File: config.mk
export PLATFORM = sky130hd
export DESIGN_NAME = seg_serial_drv
export DESIGN_NICKNAME = d
export VERILOG_FILES = /design/src/rtl/seg_serial_drv.sv
export SDC_FILE = /design/constraint.sdc
export NUM_CORES = 1
export LEC_CHECK = 0
export CAP_MARGIN = 20
export CORE_MARGIN = 5
export CORE_UTILIZATION = 46
export DETAILED_ROUTE_END_ITERATION = 10
export GPL_ROUTABILITY_DRIVEN = 0
export GPL_TIMING_DRIVEN = 1
export PLACE_DENSITY_LB_ADDON = 0.3
export SETUP_SLACK_MARGIN = 0.05
export SLEW_MARGIN = 20
export SYNTH_ARGS = -nofsm -noshare
export SYNTH_HDL_FRONTEND = slang
export SYNTH_SLANG_ARGS = --single-unit
File: constraint.sdc
create_clock -name clk_i -period 4.6 [get_ports clk_i]
set_input_delay 1.15 -clock clk_i [delete_from_list [all_inputs] [get_ports clk_i]]
set_output_delay 1.15 -clock clk_i [all_outputs]
set_load 0.005 [all_outputs]
File: src/rtl/seg_serial_drv.sv
// seg_serial_drv: encodes packed hex digits to segment bytes and shifts them out on a divided serial clock
module seg_serial_drv #(
  parameter int NUM_DIGITS  = 8,
  parameter int CLK_DIV     = 2,
  parameter int ACTIVE_LOW  = 1,
  parameter int REFRESH_GAP = 1024
) (
  input  logic                    clk_i,
  input  logic                    rst_ni,
  input  logic [4*NUM_DIGITS-1:0] num_i,
  input  logic [NUM_DIGITS-1:0]   dp_i,
  input  logic [NUM_DIGITS-1:0]   blank_i,
  input  logic                    start_i,
  input  logic                    auto_en_i,
  output logic                    busy_o,
  output logic                    done_o,
  output logic                    seg_clk_o,
  output logic                    seg_dt_o,
  output logic                    seg_clr_o,
  output logic                    seg_en_o
);
  localparam int FRAME = NUM_DIGITS * 8;
  localparam int DW    = CLK_DIV > 1 ? $clog2(CLK_DIV) : 1;
  localparam int BW    = $clog2(FRAME + 1);
  localparam int GW    = REFRESH_GAP > 1 ? $clog2(REFRESH_GAP) : 1;

  typedef enum logic [1:0] {IDLE, SHIFT_LO, SHIFT_HI, DONE} state_e;

  state_e           state_q, state_d;
  logic [FRAME-1:0] sr_q, sr_d, frame_enc;
  logic [DW-1:0]    div_q, div_d;
  logic [BW-1:0]    bit_q, bit_d;
  logic [GW-1:0]    gap_q, gap_d;
  logic             busy_q, busy_d, done_q, done_d, clk_q, clk_d, dt_q, dt_d, on_q;
  logic             div_end, trig, shifting;

  function automatic logic [7:0] seg_byte(input logic [3:0] n, input logic p, input logic b);
    logic [6:0] s;
    case (n)
      4'h0: s = 7'h3F;
      4'h1: s = 7'h06;
      4'h2: s = 7'h5B;
      4'h3: s = 7'h4F;
      4'h4: s = 7'h66;
      4'h5: s = 7'h6D;
      4'h6: s = 7'h7D;
      4'h7: s = 7'h07;
      4'h8: s = 7'h7F;
      4'h9: s = 7'h6F;
      4'hA: s = 7'h77;
      4'hB: s = 7'h7C;
      4'hC: s = 7'h39;
      4'hD: s = 7'h5E;
      4'hE: s = 7'h79;
      default: s = 7'h71;
    endcase
    seg_byte = b ? 8'h00 : {p, s};
    if (ACTIVE_LOW != 0) seg_byte = ~seg_byte;
  endfunction

  assign div_end  = div_q == DW'(CLK_DIV - 1);
  assign trig     = start_i | (auto_en_i & (gap_q == GW'(REFRESH_GAP - 1)));
  assign shifting = state_d == SHIFT_LO || state_d == SHIFT_HI;

  // Encode every digit into the frame image; digit NUM_DIGITS-1 lands in the top byte so it leaves first
  always_comb begin
    frame_enc = '0;
    for (int i = 0; i < NUM_DIGITS; i++)
      frame_enc[8*i +: 8] = seg_byte(num_i[4*i +: 4], dp_i[i], blank_i[i]);
  end

  // Next-state logic; outputs are derived from the next state so they can be registered without lag
  always_comb begin
    state_d = state_q;
    sr_d    = sr_q;
    div_d   = div_q;
    bit_d   = bit_q;
    gap_d   = '0;
    case (state_q)
      IDLE: begin
        if (trig) begin
          state_d = SHIFT_LO;
          sr_d    = frame_enc;
          div_d   = '0;
          bit_d   = BW'(FRAME);
        end else if (auto_en_i) begin
          gap_d = gap_q + 1'b1;
        end
      end
      SHIFT_LO: begin
        div_d = div_end ? '0 : div_q + 1'b1;
        if (div_end) state_d = SHIFT_HI;
      end
      SHIFT_HI: begin
        div_d = div_end ? '0 : div_q + 1'b1;
        if (div_end) begin
          sr_d    = sr_q << 1;
          bit_d   = bit_q - 1'b1;
          state_d = bit_q == BW'(1) ? DONE : SHIFT_LO;
        end
      end
      DONE:    state_d = IDLE;
      default: state_d = IDLE;
    endcase
    busy_d = shifting;
    done_d = state_d == DONE;
    clk_d  = state_d == SHIFT_HI;
    dt_d   = shifting ? sr_d[FRAME-1] : 1'b1;
  end

  // State, datapath and output registers; reset aborts any frame in flight
  always_ff @(posedge clk_i or negedge rst_ni) begin
    if (!rst_ni) begin
      state_q <= IDLE;
      sr_q    <= '0;
      div_q   <= '0;
      bit_q   <= '0;
      gap_q   <= '0;
      busy_q  <= 1'b0;
      done_q  <= 1'b0;
      clk_q   <= 1'b0;
      dt_q    <= 1'b1;
      on_q    <= 1'b0;
    end else begin
      state_q <= state_d;
      sr_q    <= sr_d;
      div_q   <= div_d;
      bit_q   <= bit_d;
      gap_q   <= gap_d;
      busy_q  <= busy_d;
      done_q  <= done_d;
      clk_q   <= clk_d;
      dt_q    <= dt_d;
      on_q    <= 1'b1;
    end
  end

  assign busy_o    = busy_q;
  assign done_o    = done_q;
  assign seg_clk_o = clk_q;
  assign seg_dt_o  = dt_q;
  assign seg_clr_o = on_q;
  assign seg_en_o  = on_q;
endmodule
==> impl_summary.txt, run 1 <==
----------------------------------------------------
[Floorplan]
  Number of placed I/O pins ... 58
  Initial standard-cell utilization of the core ... 46.6%
  Die height ... 128 um
  Floorplan Core Area ... ~14,000 um2
  Die Area ... 16,500 um2
  Row cnt ... 43
  Die Span X ... 128 um

[Global route]
  Total grt overflow ... 0
  Via count of the first global-routing pass ... approximately 5,600
  Global-route wire length before repair ... roughly 26 mm
  Pin count of the biggest net entering global routing ... between 70 and 80
  Number of antenna violations at the first check in global routing ... 0
  GRT Total Usage ... a little under a fifth

[Layout]
  Net count, final ... 880
  Count of antenna diodes in the layout ... 0
  Layout cell share with drive strength beyond 1 ... 5.92%
  Area Growth Syn to Fin ... 15.3%

[Synthesis]
  Top-area cell type share of the netlist area ... 34.2%
  Count of warnings emitted by yosys ... 0
  Post-synthesis register bit count ... 89
  Syn avg cell area ... between 8 and 9 um2
  Number of nets produced by synthesis ... 858
  Netlist cell types ... 53
  Share of the yosys chip area belonging to registers ... roughly 35%
  Leading register cell type out of synthesis ... sky130_fd_sc_hd__dfrtp_1
  Netlist Area Pre-Place ... 6440 um2
  Main area contributors after synthesis ... sky130_fd_sc_hd__dfrtp_1 (34%), sky130_fd_sc_hd__ha_1 (11%), sky130_fd_sc_hd__a31oi_1 (5.7%)
  Number of enable-type register cells in the synthesized netlist ... 0
  Number of cells produced by synthesis ... 750
  Most area-hungry cell type in the Yosys netlist ... sky130_fd_sc_hd__dfrtp_1
  Proportion of register bits with asynchronous set or reset after synthesis ... 100%

[Critical path]
  WP data arrival ... 3.25 ns
  Critical-path maximum fanout ... 34
  FF-to-FF setup slack ... 1.58 ns
  Required time reported for the critical path endpoint ... 4.83 ns
  Count of buffering cells on the critical path with inverters included ... 3
  CP max-delay cell ... sky130_fd_sc_hd__a21oi_4
  Worst setup path startpoint ... state_q[0]$_DFF_PN0_
  Endpoint of the worst register-to-register path ... sr_q[57]$_DFFE_PN0P_
  Critical R2R Launch ... state_q[0]$_DFF_PN0_
  Critical path launch point type ... register
  Crit path max-delay family ... compound AO/OA/AOI/OAI gates
  Endpoint type of the worst setup path ... register
  Critical path's largest stage delay ... between 0.8 and 0.9 ns
  Cell-by-cell trace of the critical path ... inv_1 -> ha_1 -> clkinv_1 -> a21oi_4 -> buf_4 -> nand3_1 -> o22a_1
  Cell count of the worst reg-to-reg path ... 7
  Critical path class ... register to register

[Flow run]
  Maxcap violations ... 0

[Timing]
  Least-Margin Pin Slew ... 0.914 ns
  Final critical-path required period ... 3.02 ns
  Setup repair after global routing missed its margin ... false
  Slew Viols, Final ... 0
  Total Neg Setup Slack ... 0 ns
  Final number of setup-violating endpoints ... 0
  Number of endpoints with negative hold slack in the final report ... 0
  Relative slew margins ... around two fifths
  Worst-case clock skew ... 0.0122 ns
  Share of the cycle needed by the critical path after routing ... approximately 66%
  Highest achievable clock rate ... 0.332 GHz

[Place]
  Port Buf Inserts ... 57
  Sum of net half-perimeters after detailed placement ... 10.5 mm

[Status]
  Status ... finished clean

[Clock tree]
  Hold buffer count at CTS ... 0
  PostCTS Resize Cnt ... 0
  H-tree depth ... 3
  Clock-pin slew reported for the worst setup and hold paths after clock tree synthesis ... 0.07 ns
  Clock sink count ... 89
  Clock network latency to the later pin of the worst-skew pair ... 0.34 ns
  Setup Buffers After CTS ... 0
  Clock tree from TritonCTS ... yes
  Inserted Clock Buffers ... 9
  CTS root buf ... sky130_fd_sc_hd__clkbuf_16
  Largest buffer count on any clock path ... 2

[Pwr]
  LEAKAGE ... 3.14 nW
  Tot Pwr ... 1.81 mW
  Power density of the placed cells ... 244 nW/um2
  Peak supply drop ... about 210 uV

[Hold path]
  Hold worst-path end ... gap_q[0]$_DFF_PN0_
  Classification of the worst-slack hold path ... register to register
  Source of the worst hold timing path ... gap_q[0]$_DFF_PN0_
  Worst hold stages ... 1

[Routing]
  First-pass iteration count of the detailed router ... 5
  Detailed-route vias per instance ... 5.92
  Per-cell routed wire length ... 15.8 um
  Final routed wirelength across all metal layers ... 15.1 mm
  DRC violation count after routing ... 0
  Antenna Nets Post-Route ... 0
  DRT iter0 DRCs ... 489
  Total vias in the final route ... 5,666

----------------------------------------------------
==> routing by layer <==
| metal | GRT usage (%) | routed length [um] | vias up |
|---|---|---|---|
| li1 | - | - | 2731 |
| met4 | 6.99 | 320 | 0 |
| met1 | 24.2 | 6700 | 2770 |
| met2 | 31.9 | 7460 | 137 |
| met5 | 0 | 0 | - |
| met3 | 3.20 | 668 | 28 |
==> cells in the mapped netlist (4+ instances only) <==
| master | n |
|---|---|
| sky130_fd_sc_hd__nor2_1 | 26 |
| sky130_fd_sc_hd__inv_1 | 40 |
| sky130_fd_sc_hd__nor3_1 | 16 |
| sky130_fd_sc_hd__nand4_1 | 5 |
| sky130_fd_sc_hd__nand2b_1 | 10 |
| sky130_fd_sc_hd__buf_2 | 16 |
| sky130_fd_sc_hd__o22a_1 | 7 |
| sky130_fd_sc_hd__dfrtp_1 | 88 |
| sky130_fd_sc_hd__a21o_1 | 5 |
| sky130_fd_sc_hd__o32ai_1 | 8 |
| sky130_fd_sc_hd__o21ai_0 | 51 |
| sky130_fd_sc_hd__a221oi_1 | 4 |
| sky130_fd_sc_hd__clkbuf_1 | 35 |
| sky130_fd_sc_hd__mux4_2 | 8 |
| sky130_fd_sc_hd__nand3_1 | 11 |
| sky130_fd_sc_hd__o31ai_1 | 20 |
| sky130_fd_sc_hd__a21oi_1 | 72 |
| sky130_fd_sc_hd__nor2b_1 | 28 |
| sky130_fd_sc_hd__xor2_1 | 7 |
| sky130_fd_sc_hd__xnor2_1 | 4 |
| sky130_fd_sc_hd__and3_1 | 5 |
| sky130_fd_sc_hd__a31oi_1 | 59 |
| sky130_fd_sc_hd__mux2i_1 | 24 |
| sky130_fd_sc_hd__a22oi_1 | 5 |
| sky130_fd_sc_hd__nor3b_1 | 5 |
| sky130_fd_sc_hd__nand2_1 | 87 |
| sky130_fd_sc_hd__ha_1 | 56 |
| sky130_fd_sc_hd__a21boi_0 | 15 |
==> final cells by class <==
cell class                 count  area (um2)
fill                        1228        6400
multi-input combinational    566        3860
sequential                    89        2230
timing repair buffer          65         628
clock buffer                  10         239
tap                          180         225
inverter                      41         154
clock inverter                 6        90.1
==> how the worst max path moves through the flow <==
stage	slack, ns	to	cells after the start
after floorplan	2.04	seg_dt_o$_DFF_PN1_	8
after global placement	1.30	sr_q[55]$_DFFE_PN0P_	5
after detailed placement	1.30	sr_q[29]$_DFFE_PN0P_	6
after CTS	1.65	sr_q[29]$_DFFE_PN0P_	6
after global routing	1.35	sr_q[25]$_DFFE_PN0P_	7
final	1.58	sr_q[57]$_DFFE_PN0P_	7
==> placed cells by master (no fill, tap or decap), types with 10 or more instances in the layout <==
cell                              synthesis  routed
sky130_fd_sc_hd__nor3_1                  16      16
sky130_fd_sc_hd__o21ai_0                 51      51
sky130_fd_sc_hd__o31ai_1                 20      20
sky130_fd_sc_hd__dfrtp_1                 88      88
sky130_fd_sc_hd__nand3_1                 11      11
sky130_fd_sc_hd__a31oi_1                 59      59
sky130_fd_sc_hd__clkdlybuf4s50_1          0      56
sky130_fd_sc_hd__a21boi_0                15      15
sky130_fd_sc_hd__nand2_1                 87      87
sky130_fd_sc_hd__a21oi_1                 72      71
sky130_fd_sc_hd__nor2b_1                 28      28
sky130_fd_sc_hd__nand2b_1                10      10
sky130_fd_sc_hd__ha_1                    56      56
sky130_fd_sc_hd__inv_1                   40      40
sky130_fd_sc_hd__nor2_1                  26      26
sky130_fd_sc_hd__mux2i_1                 24      24
==> logic make-up (layout without fill, tap and decap cells) <==
family / count (synthesis) / after routing / share of synthesized area, %
other: 1 / 1 / 0.0582
DFF: 89 / 89 / 34.6
AOI/OAI and AO/OA: 259 / 259 / 24.9
adders and majority gates: 56 / 56 / 10.9
buffers and inverters: 95 / 122 / 5.90
muxes: 33 / 33 / 6.70
and+or+nand+nor: 206 / 206 / 15.5
xor gates and xnor gates: 11 / 11 / 1.49
==> state kept, by name (all words and copies together), names as in the netlist, 2 cells and up <==
signal   cells
gap_q       10
bit_q        7
state_q      2
sr_q        64
==> stage by stage <==
step | hold WS, ns | area (um2) | util (%) | setup WS [ns] | std cells
2_1_floorplan | 0.448 | 6440 | - | 2.04 | 750
3_3_place_gp | 0.479 | 7100 | 51.3 | 1.30 | 941
3_5_place_dp | 0.479 | 7100 | 51.3 | 1.30 | 941
4_1_cts | 0.488 | 7430 | 53.7 | 1.65 | 957
5_1_grt | 0.521 | 7430 | 53.7 | 1.35 | 957
6_report | 0.487 | 7430 | 53.7 | 1.58 | 957
==> where the power goes <==
part	total [mW]	leakage, nW	switching, mW	internal, mW
Clock	0.807	0.159	0.314	0.493
Combinational	0.219	1.81	0.116	0.103
Sequential	0.783	1.17	0.000233	0.783
Total	1.81	3.14	0.430	1.38
Note: power is estimated with default switching activity, not from simulation.
==> inputs of run 2 (changes only) <==
Clock period 4.6 ns to 2.52 ns, I/O delays scaled along.
==> run 2 against run 1 <==
Compared with the run above:
- power increased by 80%
- combinational power increased by 98%
- design area increased by 4.9%
- clock power increased by 73%
- clock skew decreased by 0.0041 ns
- sequential share of layout area decreased by 1.4 points
- critical path type is now primary input to register
- routed wire length increased by 0.94%
- critical endpoint is now sr_q[3]$_DFFE_PN0P_
- highest routed layer unchanged
- critical path depth unchanged
==> impl_summary.txt, run 2 (synthesis results as in run 1) <==
----------------------------------------------------
[Status]
  Status ... finished clean

[Timing]
  Slew Viols, Final ... 0
  Share of the cycle needed by the critical path after routing ... between 80 and 90%
  Highest achievable clock rate ... approximately 0.46 GHz
  Final critical-path required period ... 2.19 ns
  Number of endpoints with negative hold slack in the final report ... 0
  Least-Margin Pin Slew ... 0.603 ns
  Final WS setup ... 0.329 ns
  Total Neg Setup Slack ... 0 ns
  Setup repair after global routing missed its margin ... false
  Final number of setup-violating endpoints ... 0
  Worst-case clock skew ... 0.00811 ns
  Relative slew margins ... 59.8%

[Clock tree]
  Inserted Clock Buffers ... 9
  Hold buffer count at CTS ... 0
  H-tree depth ... 3
  Largest buffer count on any clock path ... 2
  Clock network latency to the later pin of the worst-skew pair ... 0.34 ns
  CTS root buf ... sky130_fd_sc_hd__clkbuf_16
  Setup Buffers After CTS ... 0
  PostCTS Resize Cnt ... 0
  Clock sink count ... 89
  Clock tree from TritonCTS ... yes
  Clock-pin slew reported for the worst setup and hold paths after clock tree synthesis ... 0.07 ns

[Critical path]
  Endpoint type of the worst setup path ... register
  CP most frequent cell ... sky130_fd_sc_hd__inv_1
  Required time reported for the critical path endpoint ... 2.73 ns
  Cell-by-cell trace of the critical path ... clkdlybuf4s50_1 -> inv_1 -> ha_1 -> inv_1 -> mux4_2 -> o21ai_0 -> a31oi_1
  Critical-path maximum fanout ... 4
  CP max-delay cell ... sky130_fd_sc_hd__clkdlybuf4s50_1
  Count of buffering cells on the critical path with inverters included ... 3
  Crit path max-delay family ... buffers and inverters
  Critical path launch point type ... primary input
  Critical path's largest stage delay ... between 0.4 and 0.5 ns
  WP data arrival ... 2.40 ns
  Critical path class ... primary input to register

[Floorplan]
  Die Area ... 16,500 um2
  Floorplan Core Area ... 13,800 um2
  Number of placed I/O pins ... 58
  Initial standard-cell utilization of the core ... 46.6%
  Die height ... 128 um
  Row cnt ... 43
  Die Span X ... 128 um

[Layout]
  Area Growth Syn to Fin ... 20.9%
  Leading cell types in the layout, fill and taps excluded ... sky130_fd_sc_hd__dfrtp_1 (88), sky130_fd_sc_hd__nand2_1 (87), sky130_fd_sc_hd__a21oi_1 (71), sky130_fd_sc_hd__a31oi_1 (59)
  Registers with the most flip-flops ... sr_q x64, gap_q x10, bit_q x7
  Layout cell share with drive strength beyond 1 ... around a tenth
  Largest reg by FF count ... sr_q
  Final-layout fill cell count ... 1,187
  Combined area of the multi-input logic cells ... a little under 4000 um2
  Max reg flops ... 64
  Post-route cell area ... about 8000 um2
  Net count, final ... between 900 and 1,000
  Count of antenna diodes in the layout ... 0
  Sequential cell area ... 2230 um2
  Most common cell after layout, fill and taps aside ... sky130_fd_sc_hd__dfrtp_1

[Global route]
  Most congested layer reported by global routing ... met2
  Met3 capacity usage during global routing ... 3.36%
  Pin count of the biggest net entering global routing ... 60
  Met1 capacity usage during global routing ... between 20 and 30%
  Global-route wire length before repair ... about 27 mm
  Number of antenna violations at the first check in global routing ... 0
  Via count of the first global-routing pass ... 5,659
  GRT Total Usage ... about a fifth
  Total grt overflow ... 0
  Met2 Track Usage GR ... 32.1%

[Pwr]
  Share of power burned in registers ... 43.7%
  Portion of total power attributed to the clock network ... 43.0%
  Power density of the placed cells ... between 400 and 500 nW/um2
  LEAKAGE ... 3.34 nW
  Switch share ... between 20% and 30%
  Tot Pwr ... 3.27 mW
  Net Sw Power ... 834 uW
  Combinational power share ... 13.2%
  P_int ... around 2.4 mW
  Peak supply drop ... 337 uV

[Routing]
  First-pass iteration count of the detailed router ... 5
  Antenna Nets Post-Route ... 0
  DRC violation count after routing ... 0
  DRT iter0 DRCs ... 515
  Detailed-route vias per instance ... 5.74
  Final routed wirelength across all metal layers ... 15.3 mm
  Per-cell routed wire length ... 15.4 um
  Total vias in the final route ... 5,703

[Place]
  Area after detailed placement ... 7480 um2
  Pre-CTS worst setup slack ... 0.0251 ns
  Port Buf Inserts ... 57
  Sum of net half-perimeters after detailed placement ... 11.1 mm

[Hold path]
  Classification of the worst-slack hold path ... primary input to async pin

[Flow run]
  Maxcap violations ... 0

----------------------------------------------------
run 2: cell types whose count changed in the layout (fill, tap and decap cells not counted):
cell                        before  now
sky130_fd_sc_hd__buf_4           9   36
sky130_fd_sc_hd__buf_12          0    9
sky130_fd_sc_hd__inv_6           1    3
sky130_fd_sc_hd__bufinv_16       2    1
sky130_fd_sc_hd__clkbuf_8        1    0
sky130_fd_sc_hd__clkinv_2        1    0
sky130_fd_sc_hd__inv_8           0    1
run 2: stage by stage:
step,instances,hold WS (ns),util [%]
5_1_grt,993,0.250,56.3
4_1_cts,993,0.227,56.3
6_report,993,0.217,56.3
2_1_floorplan,750,0.334,-
3_5_place_dp,977,0.493,54.1
3_3_place_gp,977,0.474,54.1
run 2: power by group through the flow:
| stage | sequential (mW) | clock (mW) | combinational (mW) |
|---|---|---|---|
| 2_1_floorplan | 1.46 | 0 | 0.210 |
| 3_3_place_gp | 1.46 | 0 | 0.412 |
| 3_5_place_dp | 1.46 | 0 | 0.434 |
| 4_1_cts | 1.43 | 1.43 | 0.435 |
| 5_1_grt | 1.43 | 1.48 | 0.483 |
| 6_report | 1.43 | 1.40 | 0.433 |
run 2: layout make-up:
cell class,count,share of cell area (%)
Timing Repair Buffer,101,13.0
Clock buffer,9,2.89
Tap cell,180,2.89
Multi-Input combinational cell,566,49.6
Inverter,41,1.98
Clock inverter,7,1.08
Sequential cell,89,28.6
run 2: layer usage:
layer	vias up	part of all wire, %
li1	2804	-
met1	2728	45
met2	150	49
met3	21	4.2
met4	0	1.6
met5	-	0
run 2: path summary, 6_finish.rpt:
kind,from,end,slack [ns],depth (start not counted)
setup / recovery,num_i[0],sr_q[3]$_DFFE_PN0P_,0.33,7
hold / removal,rst_ni,gap_q[7]$_DFF_PN0_,0.22,1
setup reg to reg,state_q[0]$_DFF_PN0_,gap_q[0]$_DFF_PN0_,0.39,7
hold reg to reg,sr_q[25]$_DFFE_PN0P_,sr_q[25]$_DFFE_PN0P_,0.51,1
max in group asynchronous,rst_ni,seg_dt_o$_DFF_PN1_,1.63,2
min in group clk_i,sr_q[25]$_DFFE_PN0P_,sr_q[25]$_DFFE_PN0P_,0.51,1
